`config.mk`:
```
export PLATFORM = sky130hd
export DESIGN_NAME = seg7_scan_mux
export DESIGN_NICKNAME = d
export VERILOG_FILES = /design/src/rtl/seg7_pkg.sv /design/src/rtl/seg7_scan_mux_hex_decode.sv /design/src/rtl/seg7_scan_mux.sv
export SDC_FILE = /design/constraint.sdc
export NUM_CORES = 1
export LEC_CHECK = 0
export BUFFER_PORTS_ARGS = -buffer_cell sky130_fd_sc_hd__buf_2
export CAP_MARGIN = 20
export CORE_UTILIZATION = 45
export CTS_BUF_LIST = sky130_fd_sc_hd__clkbuf_8
export DETAILED_ROUTE_END_ITERATION = 7
export PLACE_DENSITY = 0.69
export SLEW_MARGIN = 10
export SYNTH_ARGS = -nofsm -noshare
export SYNTH_HDL_FRONTEND = slang
export SYNTH_HIERARCHICAL = 1
export SYNTH_SLANG_ARGS = --single-unit
```
`constraint.sdc`:
```
create_clock -name clk -period 4.5 [get_ports clk]
set_clock_uncertainty 0.2 [all_clocks]
set_input_delay 0.225 -clock clk [delete_from_list [all_inputs] [get_ports clk]]
set_output_delay 0.225 -clock clk [all_outputs]
set_load 0.01 [all_outputs]
```
`src/rtl/seg7_pkg.sv`:
```
// Shared constants for the seven-segment scan driver: segment-off level,
// active-low hex glyph table and its lookup helper.
package seg7_pkg;

  localparam logic [6:0] SEG_OFF = 7'b1111111;

  // Index = nibble value; bit6..0 = g..a, 0 = segment lit.
  localparam logic [6:0] SEG_LUT [16] = '{
    7'b1000000, 7'b1111001, 7'b0100100, 7'b0110000,
    7'b0011001, 7'b0010010, 7'b0000010, 7'b1111000,
    7'b0000000, 7'b0010000, 7'b0001000, 7'b0000011,
    7'b1000110, 7'b0100001, 7'b0000110, 7'b0001110
  };

  function automatic logic [6:0] hex_to_seg(input logic [3:0] nib);
    return SEG_LUT[nib];
  endfunction

endpackage

```
`src/rtl/seg7_scan_mux_hex_decode.sv`:
```
// Combinational nibble to active-low seven-segment glyph.
module seg7_hex_decode
  import seg7_pkg::*;
(
  input  logic [3:0] nib,
  output logic [6:0] seg
);

  assign seg = hex_to_seg(nib);

endmodule

```
`src/rtl/seg7_scan_mux.sv`:
```
// Multiplexed seven-segment driver with frame-synchronous shadow loading,
// leading-zero blanking, PWM brightness and an anti-ghost anode gap.
module seg7_scan_mux
  import seg7_pkg::*;
#(
  parameter int DIGITS      = 8,
  parameter int DIV_BITS    = 16,
  parameter int BRIGHT_BITS = 4,
  parameter bit ACTIVE_LOW  = 1'b1
) (
  input  logic                   clk,
  input  logic                   clr,
  input  logic [4*DIGITS-1:0]    x,
  input  logic [DIGITS-1:0]      dp_in,
  input  logic [DIGITS-1:0]      digit_en,
  input  logic                   blank_lz,
  input  logic [BRIGHT_BITS-1:0] brightness,
  input  logic                   load,
  output logic [6:0]             a_to_g,
  output logic                   dp,
  output logic [DIGITS-1:0]      an,
  output logic                   frame_done
);

  localparam int IW = (DIGITS > 1) ? $clog2(DIGITS) : 1;
  localparam logic [IW-1:0] LAST = IW'(DIGITS - 1);
  localparam logic INV = ~ACTIVE_LOW;

  typedef struct packed {
    logic [4*DIGITS-1:0] x;
    logic [DIGITS-1:0]   dp;
    logic [DIGITS-1:0]   en;
    logic                blz;
  } frame_t;

  logic [DIV_BITS-1:0]    pre;
  logic [IW-1:0]          idx;
  logic                   tick;
  logic                   boundary;
  frame_t                 inp;
  frame_t                 pend;
  frame_t                 act;
  logic                   pend_valid;
  logic [DIGITS-1:0]      blank;
  logic                   zero_above;
  logic [BRIGHT_BITS-1:0] sp;
  logic [3:0]             nib;
  logic [6:0]             seg_code;
  logic                   lit;
  logic [6:0]             seg_n;
  logic                   dp_n;
  logic [DIGITS-1:0]      an_n;

  assign inp      = {x, dp_in, digit_en, blank_lz};
  assign tick     = &pre;
  assign boundary = tick && (idx == LAST);

  always_ff @(posedge clk or posedge clr) begin
    if (clr) begin
      pre <= '0;
      idx <= '0;
    end else begin
      pre <= pre + 1'b1;
      if (tick) idx <= (idx == LAST) ? '0 : idx + 1'b1;
    end
  end

  // load is a single-cycle strobe with no backpressure: it is always accepted,
  // the newest capture wins, and active data only changes on the frame boundary.
  always_ff @(posedge clk or posedge clr) begin
    if (clr) begin
      pend       <= '0;
      act        <= '0;
      pend_valid <= 1'b0;
    end else if (boundary) begin
      if (load)            act <= inp;
      else if (pend_valid) act <= pend;
      pend_valid <= 1'b0;
    end else if (load) begin
      pend       <= inp;
      pend_valid <= 1'b1;
    end
  end

  // Walk from the leftmost digit down; a digit blanks while everything above is zero.
  always_comb begin
    blank      = '0;
    zero_above = 1'b1;
    for (int i = DIGITS - 1; i >= 1; i--) begin
      zero_above = zero_above && (act.x[4*i +: 4] == 4'h0);
      blank[i]   = act.blz && zero_above;
    end
  end

  assign sp  = pre[DIV_BITS-1 -: BRIGHT_BITS];
  assign nib = act.x[{idx, 2'b00} +: 4];
  assign lit = act.en[idx] && !blank[idx] && (sp <= brightness) && (pre != '0);

  seg7_hex_decode u_dec (
    .nib (nib),
    .seg (seg_code)
  );

  always_comb begin
    seg_n = SEG_OFF;
    dp_n  = 1'b1;
    an_n  = '1;
    if (lit) begin
      seg_n = seg_code;
      dp_n  = ~act.dp[idx];
      an_n  = ~(DIGITS'(1) << idx);
    end
  end

  always_ff @(posedge clk or posedge clr) begin
    if (clr) begin
      a_to_g     <= SEG_OFF ^ {7{INV}};
      dp         <= 1'b1 ^ INV;
      an         <= '1 ^ {DIGITS{INV}};
      frame_done <= 1'b0;
    end else begin
      a_to_g     <= seg_n ^ {7{INV}};
      dp         <= dp_n ^ INV;
      an         <= an_n ^ {DIGITS{INV}};
      frame_done <= boundary;
    end
  end

endmodule

```
**After elaboration in Yosys (flattened, before gate mapping)**

Memory sizes are Yosys's and may differ from the RTL's.
Index checks and enable logic that the tools add are counted.

- Bits in registers: 135
- Memory bits (read-only): 112
- Input bits: 56
- Output and inout bits: 17
- Word-level logic and storage cells: 75
- Memories: 1

- Add/subtract/negate cells: 2
- Magnitude comparators: 3
- Equality and inequality tests: 1
- Shifts and indexed selects: 2
- Mux-type cells: 16
- Bitwise logic cells: 4
- Reduce and logical (&&, ||, !) cells: 31

Memory list:

| name | words | bits a word | read ports | clocked after Yosys merged registers in | write ports | RTL line | source |
|---|---|---|---|---|---|---|---|
| (name not given) | 16 | 7 | 1 | 0 | 0 | seg7_pkg.sv:16 | `return SEG_LUT[nib];` |

Operators with widths:

| cell | count |
|---|---|
| $mux W49 | 2 |
| $shiftx A32 B6 Y4 | 1 |
| $logic_not A4 Y1 | 7 |
| $mux W7 | 3 |
| $logic_and A1 B1 Y1 | 17 |
| $add A16 B1 Y16 const B | 1 |
| $reduce_and A16 Y1 | 1 |
| $reduce_bool A16 Y1 | 1 |
| $bmux W1 S3 | 3 |
| $mux W8 | 1 |
| $not A8 Y8 | 1 |
| $shl A1 B3 Y8 const A | 1 |
| $mux W1 | 6 |
| $ge A5 B5 Y1 const B | 1 |
| $not A4 Y5 | 1 |
| $le A4 B4 Y1 | 1 |
| $lt A3 B4 Y1 const B | 1 |
| $reduce_and A2 Y1 | 2 |
| $reduce_bool A2 Y1 | 2 |
| $add A3 B1 Y3 const B | 1 |
| $eq A3 B3 Y1 const B | 1 |
| $mux W3 | 1 |
| $not A1 Y1 | 2 |
| $logic_not A1 Y1 | 1 |

**Longest topological paths before layout**

Gate-level depths: netlist of the first run.

- Word-level depth: 15
- Gate-level depth with buffers: 11
- Mapped depth without buffers: 10

**Modules after synthesis**

The synthesis of the first run kept the hierarchy.

By module, submodules not included:

| module | instances | cells an instance | area each (um^2) | sequential area each (um^2) |
|---|---|---|---|---|
| seg7_scan_mux | 1 | 459 | 6448.7 | 3398.3 |
| seg7_hex_decode | 1 | 32 | 275.3 | 0.0 |

**Worst setup path before layout of the first run**

Ideal clock, no wire load.

- Path kind: register -> register
- From: reg idx[0]
- To: reg a_to_g[0]
- Library setup time: 0.098 ns
- Arrival time: 2.483 ns
- Data required time: 4.202 ns
- Path slack: 1.719 ns
- Stages on the path, launching flop included: 12
- Path buffers: 1
- Clock period less this slack: 2.781 ns
- Path through: dfrtp_1 -> buf_2 -> mux4_2 -> nand2_1 -> nand2_1 -> inv_1 -> ha_1 -> and2b_2 -> or3b_1 -> o21ai_0 -> inv_1 -> o311ai_1

- Elaborated cells between the ends (all ways): 14
- Those cells by class: shift: 1; mux: 7; bitwise: 1; reduce/logical: 4; memory: 1

RTL lines:

| item | RTL line | source |
|---|---|---|
| from (decl) | seg7_scan_mux.sv:37 | `logic [IW-1:0] idx;` |
| from (signal assigned) | seg7_scan_mux.sv:64 | `if (tick) idx <= (idx == LAST) ? '0 : idx + 1'b1;` |
| $shiftx A32 B6 Y4 | seg7_scan_mux.sv:96 | `assign nib = act.x[{idx, 2'b00} +: 4];` |
| net nib[1] | seg7_scan_mux.sv:47 | `logic [3:0] nib;` |
| $not A4 Y5 (not written as such) | seg7_pkg.sv:16 |  |
| $mem_v2 Z16 W7 | n/a |  |
| $mux W7 (not written as such) (2 in a row) | seg7_pkg.sv:16 |  |
| net seg_code[0] | seg7_scan_mux.sv:48 | `logic [6:0] seg_code;` |
| $mux W7 | seg7_scan_mux.sv:108 | `if (lit) begin` |
| net seg_n[0] | seg7_scan_mux.sv:50 | `logic [6:0] seg_n;` |
| to (signal assigned) | seg7_scan_mux.sv:117 | `a_to_g <= SEG_OFF ^ {7{INV}};` |
| to (signal assigned) | seg7_scan_mux.sv:122 | `a_to_g <= seg_n ^ {7{INV}};` |
| to (decl) | seg7_scan_mux.sv:19 | `output logic [6:0] a_to_g,` |

The timed path passes the listed nets, and every way through them passes these cells. The select of a mux whose other input is x is not followed.
A chain may end at the register's enable or synchronous reset.

**Final worst setup path of the first run**

- From: reg idx[0]
- To: reg act[7] in the netlist's numbering

- Longest elaborated chain between the ends: 3

RTL lines:

| item | RTL line | source |
|---|---|---|
| $eq A3 B3 Y1 | seg7_scan_mux.sv:56 | `assign boundary = tick && (idx == LAST);` |
| $logic_and A1 B1 Y1 | seg7_scan_mux.sv:56 |  |
| $reduce_and A2 Y1 (no line) | n/a |  |
| to (signal assigned) | seg7_scan_mux.sv:76 | `if (load) act <= inp;` |
| to (signal assigned) | seg7_scan_mux.sv:77 | `else if (pend_valid) act <= pend;` |
| to (decl) | seg7_scan_mux.sv:42 | `frame_t act;` |

Every way passes these cells.

==> impl_metrics.csv, run 1 <==
group,metric,value,unit
outcome,status,"complete, no violations",
grt,antenna_found_initial,0,
die,core,14500,sq um
synthesis,synth.distinct_cells,50,
synthesis,syn-num-nets,566,
setup_path,reg2reg_setup_slack,1300,ps
grt,grt-ovfl-total,0,
clocking,cts_root_buf,"clkbuf_8",
cells_and_area,stdcell_count,811,
sta,max_slew_margin,39.4,%
job,maxCapViolations,0,
synthesis,synth_edf_count,0,
synthesis,synth_compound_area_share,4.04,%
sta,rsz0062_at_grt,"false",
routing,totalWireLength,13300,um
routing,drc,0,
synthesis,synth_xor_area_share,1.82,%
pwr,leakagePower,3.62,nW
synthesis,synthMostInstantiatedCell,"mux2_2",
routing,vias,4306,
synthesis,synth_cells,491,
clocking,cts.htree.levels,4,
clocking,hold_buffers,50,
setup_path,crit_path_end_kind,"flip-flop",
synthesis,yosys.area.top_type_share,44.3,%
cells_and_area,multi_input_comb_area,3090,sq um
synthesis,synth_area_leaders,"dfrtp_1 44%, mux2_2 23%, dfstp_2 6.3%, mux4_2 3.7%, ha_1 3.5%",
sta,fin_crit,3200,ps
clocking,clkLatencyLatePin,450,ps
clocking,post_cts.repair.setup_buffers,0,
sta,setup_viol,0,
sta,holdWs,228,ps
hold_path,holdCritPathClass,"in -> reg",
die,start_util,46.3,%
synthesis,synth_top_family_by_area,"multiplexers",
placed_design,gp_congestion,0.814,
sta,worst_slew_pin_slew,909,ps
hold_path,holdCritStartpoint,"brightness[2]",
sta,finalMaxSlewViolations,0,
die,num_rows,44,
setup_path,crit_arrival,3320,ps
die,dieWidth,124,um
clocking,cts_sinks,135,
synthesis,synth_common_cells,"138 x mux2_2, 119 x dfrtp_1, 24 x nand2_1",
setup_path,reg2regPathDepth,7,
setup_path,r2r-end,"act[7]$_DFFE_PP0P_",
pwr,power_density,327,nW/um^2
cells_and_area,diodes,0,
placed_design,dpl_cell_area,7220,sq um
synthesis,ys_seq_area_share,50.5,%
sta,fin_crit_sh,71.2,%
setup_path,worstSetupStartpointType,"flip-flop",
synthesis,synth_area,6720,sq um
hold_path,whs_path_depth,7,
synthesis,synth.yosys.warnings,6,
cells_and_area,regArea,3400,sq um
pwr,ir_drop,0.242,mV
synthesis,synthAdderAreaFrac,3.54,%
routing,drt_pre_antenna_iters,4,
die,die-area,15400,sq um
synthesis,synth-seq-cells,135,
clocking,cts_resized,0,
cells_and_area,nNetsFinal,690,
grt,grt_max_degree,73,
synthesis,synth.area.mux_share,30.1,%
cells_and_area,area_growth,21.0,%
die,io_pins,73,
synthesis,synthFlopType,"dfrtp_1",
grt,track_usage,18.8,%
synthesis,async_reset_ff_share,100,%
synthesis,avgSynthCellArea,13.7,sq um
routing,vias_per_cell,5.31,
hold_path,min_to,"an[0]$_DFF_PP1_",
placed_design,dp.cells,730,
clocking,path_clk_slew,70,ps
cells_and_area,stdcell_area,8140,sq um
sta,fmax,312,MHz
sta,final_hold_viol_count,0,
clocking,clk_path_buf_depth,2,
routing,final_antenna_net_count,0,
setup_path,cp_max_fo,49,
cells_and_area,n_fill_cell,1225,
grt,grt_pass1_vias,4643,
grt,grt_pass1_wl,22900,um
clocking,cts_tree,"done",
setup_path,cp.required,4620,ps
cells_and_area,final_util,56.0,%
routing,wl_per_cell,16.3,um
setup_path,path_class,"reg -> reg",
routing,dr.first_iter.drc_count,191,
placed_design,port_buffers,72,
sta,finalSetupTns,0,ps
die,die-height,124,um
synthesis,synthSimpleGateAreaFrac,6.36,%
placed_design,post-dp-hpwl,9010,um
cells_and_area,drive_above_1_share,45.5,%
synthesis,yosys.area.top_type,"dfrtp_1",
clocking,cts_buffers,17,
setup_path,rr_startpoint,"idx[0]$_DFFE_PP0P_",
critical path, cell delays in order, from the launching register on:
cell	delay, ps
dfrtp_1	860
ha_1	300
ha_1	230
and3_1	190
nand3_2	140
nor3_4	190
buf_4	540
mux2_1	390
worst max-delay path by stage:
stage / startpoint / end / cells after the start
floorplan: clr / act[0]$_DFFE_PP0P_ / 1
global placement: idx[0]$_DFFE_PP0P_ / pend[41]$_DFFE_PP0P_ / 7
detailed placement: idx[0]$_DFFE_PP0P_ / act[38]$_DFFE_PP0P_ / 7
CTS: idx[0]$_DFFE_PP0P_ / act[34]$_DFFE_PP0P_ / 7
global route: idx[0]$_DFFE_PP0P_ / act[45]$_DFFE_PP0P_ / 7
finish: idx[0]$_DFFE_PP0P_ / act[7]$_DFFE_PP0P_ / 7
layout make-up:
class / instances / share of cell area, %
clock inverter: 14 / 2.26
tap: 184 / 2.83
inverter: 21 / 1.00
clock buffer: 17 / 2.88
timing repair buffer: 129 / 11.2
sequential: 135 / 41.8
multi-input combinational: 311 / 38.0
cell families (layout without fill, tap and decap cells):
group / count (synthesis) / in the layout
AND/OR/NAND/NOR: 76 / 76
flip-flops: 135 / 135
buffers and inverters: 45 / 181
multiplexers: 167 / 167
adder cells (fa/ha/maj): 19 / 19
XOR/XNOR: 14 / 14
AO/OA/AOI/OAI: 35 / 35
power breakdown:
part	internal, mW	switching, mW	total, mW
Combinational	0.161	0.120	0.281
Sequential	1.28	0.0332	1.31
Clock	0.595	0.472	1.07
Total	2.03	0.625	2.66
stage by stage:
stage	setup slack, ps	power [mW]
2_1_floorplan	490	1.50
3_3_place_gp	1410	1.57
3_5_place_dp	1290	1.59
4_1_cts	1270	2.69
5_1_grt	1070	2.78
6_report	1300	2.66
layout by cell type (no fill, tap or decap), types with 7 or more instances in the layout:
| cell | n |
|---|---|
| mux2_2 | 138 |
| dfrtp_1 | 119 |
| buf_2 | 72 |
| dlygate4sd3_1 | 50 |
| nand2_1 | 24 |
| inv_1 | 19 |
| ha_1 | 19 |
| nor2_1 | 17 |
| clkbuf_8 | 17 |
| dfstp_2 | 16 |
| mux4_2 | 11 |
| mux2_1 | 10 |
| xor2_1 | 7 |
| xnor2_1 | 7 |
| o311ai_1 | 7 |
| buf_4 | 7 |
flip-flops by register name (all words and copies together) (netlist names):
signal      flops
pend           49
idx             3
an              8
dp              1
a_to_g          7
frame_done      1
pend_valid      1
pre            16
act            49
routing by layer:
layer / up-vias / track usage [%] / wire [um]
met3: 16 / 5.34 / 520
met2: 86 / 30.3 / 6510
met1: 2162 / 24.2 / 6000
met5: - / 0 / 0
li1: 2042 / - / -
met4: 0 / 6.52 / 218
Power figures use the tool's default switching activity.
==> run 2, diff against run 1 <==
Clock period 4.5 ns to 3.2 ns, I/O delays scaled along.
==> run 2 against run 1 <==
  * Maximum frequency is 8.0% higher
  * Global-route usage increased by 0.38 points
  * Via count is essentially flat
  * Sequential cell count unchanged
  * Final cell count rose by 0.62%
  * Critical endpoint is now a_to_g[0]$_DFF_PP1_
  * Worst setup slack worse by 1100 ps
  * Critical path depth increased by 3
  * Non-clock buffer count increased by 4
  * Clock power is 13% higher
  * First-iteration DRC count grew 39%
  * Critical path type unchanged
  * Sequential share of layout area up 0.090 points
  * Register-to-register slack worse by 1100 ps
==> impl_metrics.csv, run 2 (synthesis results as in run 1) <==
group,metric,value,unit
placed_design,post-dp-hpwl,9270,um
job,maxCapViolations,0,
clocking,clk_path_buf_depth,2,
hold_path,holdCritPathClass,"in -> async",
pwr,total_power,3.46,mW
routing,dr.first_iter.drc_count,265,
pwr,leakagePower,3.65,nW
sta,fin_crit_sh,92.7,%
die,die-height,124,um
pwr,ir_drop,0.343,mV
clocking,cts_root_buf,"clkbuf_8",
cells_and_area,nNetsFinal,694,
grt,antenna_found_initial,0,
sta,max_slew_margin,47.6,%
clocking,path_clk_slew,70,ps
placed_design,gp_congestion,0.846,
placed_design,dp.cells,734,
sta,finalMaxSlewViolations,0,
sta,rsz0062_at_grt,"false",
sta,fin_crit,2970,ps
cells_and_area,drive_above_1_share,44.5,%
sta,final_hold_viol_count,0,
clocking,cts_sinks,135,
cells_and_area,diodes,0,
placed_design,port_buffers,72,
grt,grt_pass1_wl,23300,um
cells_and_area,area_growth,20.7,%
setup_path,crit_start,"idx[0]$_DFFE_PP0P_",
die,die-area,15400,sq um
sta,fmax,337,MHz
die,dieWidth,124,um
cells_and_area,reg_top3,"act (49), pend (49), pre (16)",
clocking,cts.htree.levels,4,
sta,setup_viol,0,
clocking,cts_tree,"done",
cells_and_area,final_cell_mix,"138 x mux2_2, 119 x dfrtp_1, 72 x buf_2, 50 x dlygate4sd3_1, 28 x inv_1",
die,start_util,46.3,%
routing,wl_per_cell,16.3,um
clocking,cts_buffers,17,
clocking,clkLatencyLatePin,440,ps
grt,grt_max_degree,102,
cells_and_area,stdcell_area,8120,sq um
routing,final_antenna_net_count,0,
die,io_pins,73,
placed_design,dpl_cell_area,7290,sq um
setup_path,rr_startpoint,"idx[0]$_DFFE_PP0P_",
routing,vias_per_cell,5.28,
clocking,cts_resized,0,
grt,track_usage,19.2,%
setup_path,crit_path_end_kind,"flip-flop",
setup_path,worstSetupStartpointType,"flip-flop",
setup_path,cp_max_fo,11,
setup_path,crit_arrival,3110,ps
sta,worst_slew_pin_slew,783,ps
outcome,status,"complete, no violations",
routing,vias,4305,
cells_and_area,stdcell_count,816,
routing,totalWireLength,13300,um
placed_design,place_ws,248,ps
grt,grt_pass1_vias,4669,
grt,grt-ovfl-total,0,
routing,drt_pre_antenna_iters,4,
setup_path,cp.required,3340,ps
die,core,14500,sq um
cells_and_area,layout_commonest_cell,"mux2_2",
sta,worst_slack,235,ps
sta,finalSetupTns,0,ps
setup_path,path_class,"reg -> reg",
routing,drc,0,
die,num_rows,44,
pwr,power_density,426,nW/um^2
## run 2: changes by cell type in the layout (fill, tap and decap cells not counted)
| cell | delta |
|---|---|
| bufinv_16 | -3 |
| clkbuf_8 | +1 |
| clkinv_2 | -1 |
| buf_12 | +3 |
| inv_4 | -1 |
| inv_1 | +9 |
| buf_4 | +1 |
| clkinvlp_4 | -3 |
| clkinv_4 | -1 |
## run 2: path summary, 6_finish.rpt
kind	to	cells after the start	slack, ps
worst max-delay path	a_to_g[0]$_DFF_PP1_	10	230
worst min-delay path	pre[2]$_DFF_PP0_	3	190
worst max register to register	a_to_g[0]$_DFF_PP1_	10	230
worst min register to register	pre[0]$_DFF_PP0_	1	270
max in group asynchronous	pend[2]$_DFFE_PP0P_	4	1610
min in group clk	an[2]$_DFF_PP1_	7	200
## run 2: layout make-up
type	instances	area, sq um
clock buffer	18	248
clock inverter	14	83.8
multi-input combinational	311	3090
fill	1219	6420
sequential	135	3400
inverter	21	82.6
timing repair buffer	133	981
tap	184	230
## run 2: what timing repair did
item                                   CTS  global route
setup buffers                            0             0
endpoints found under the hold margin  118             0
hold buffers                            50             0
## run 2: through the flow
step | util (%) | hold slack, ps
floorplan | - | 110
global placement | 50.1 | 113
detailed placement | 50.1 | 135
CTS | 55.9 | 171
global route | 55.9 | 242
finish | 55.9 | 193
## run 2: report_power, final
part	switching [mW]	internal [mW]	total [mW]
combinational	0.172	0.231	0.403
clock	0.606	0.602	1.21
sequential	0.0459	1.80	1.85
total	0.824	2.63	3.46
## run 2: worst max-delay path, cell delays in order (launching register included)
cell and delay (ps):
dfrtp_1 700, mux4_2 580, nand2_1 80, nand2_1 130, inv_1 170, ha_1 210
and2b_2 230, or3b_1 360, o21ai_0 70, inv_1 60, o311ai_1 70
## run 2: layer usage
| layer | track usage (%) | wire [um] |
|---|---|---|
| met1 | 25.8 | 6400 |
| met2 | 30.3 | 6320 |
| met3 | 4.66 | 463 |
| met4 | 6.38 | 154 |
| met5 | 0 | 0 |
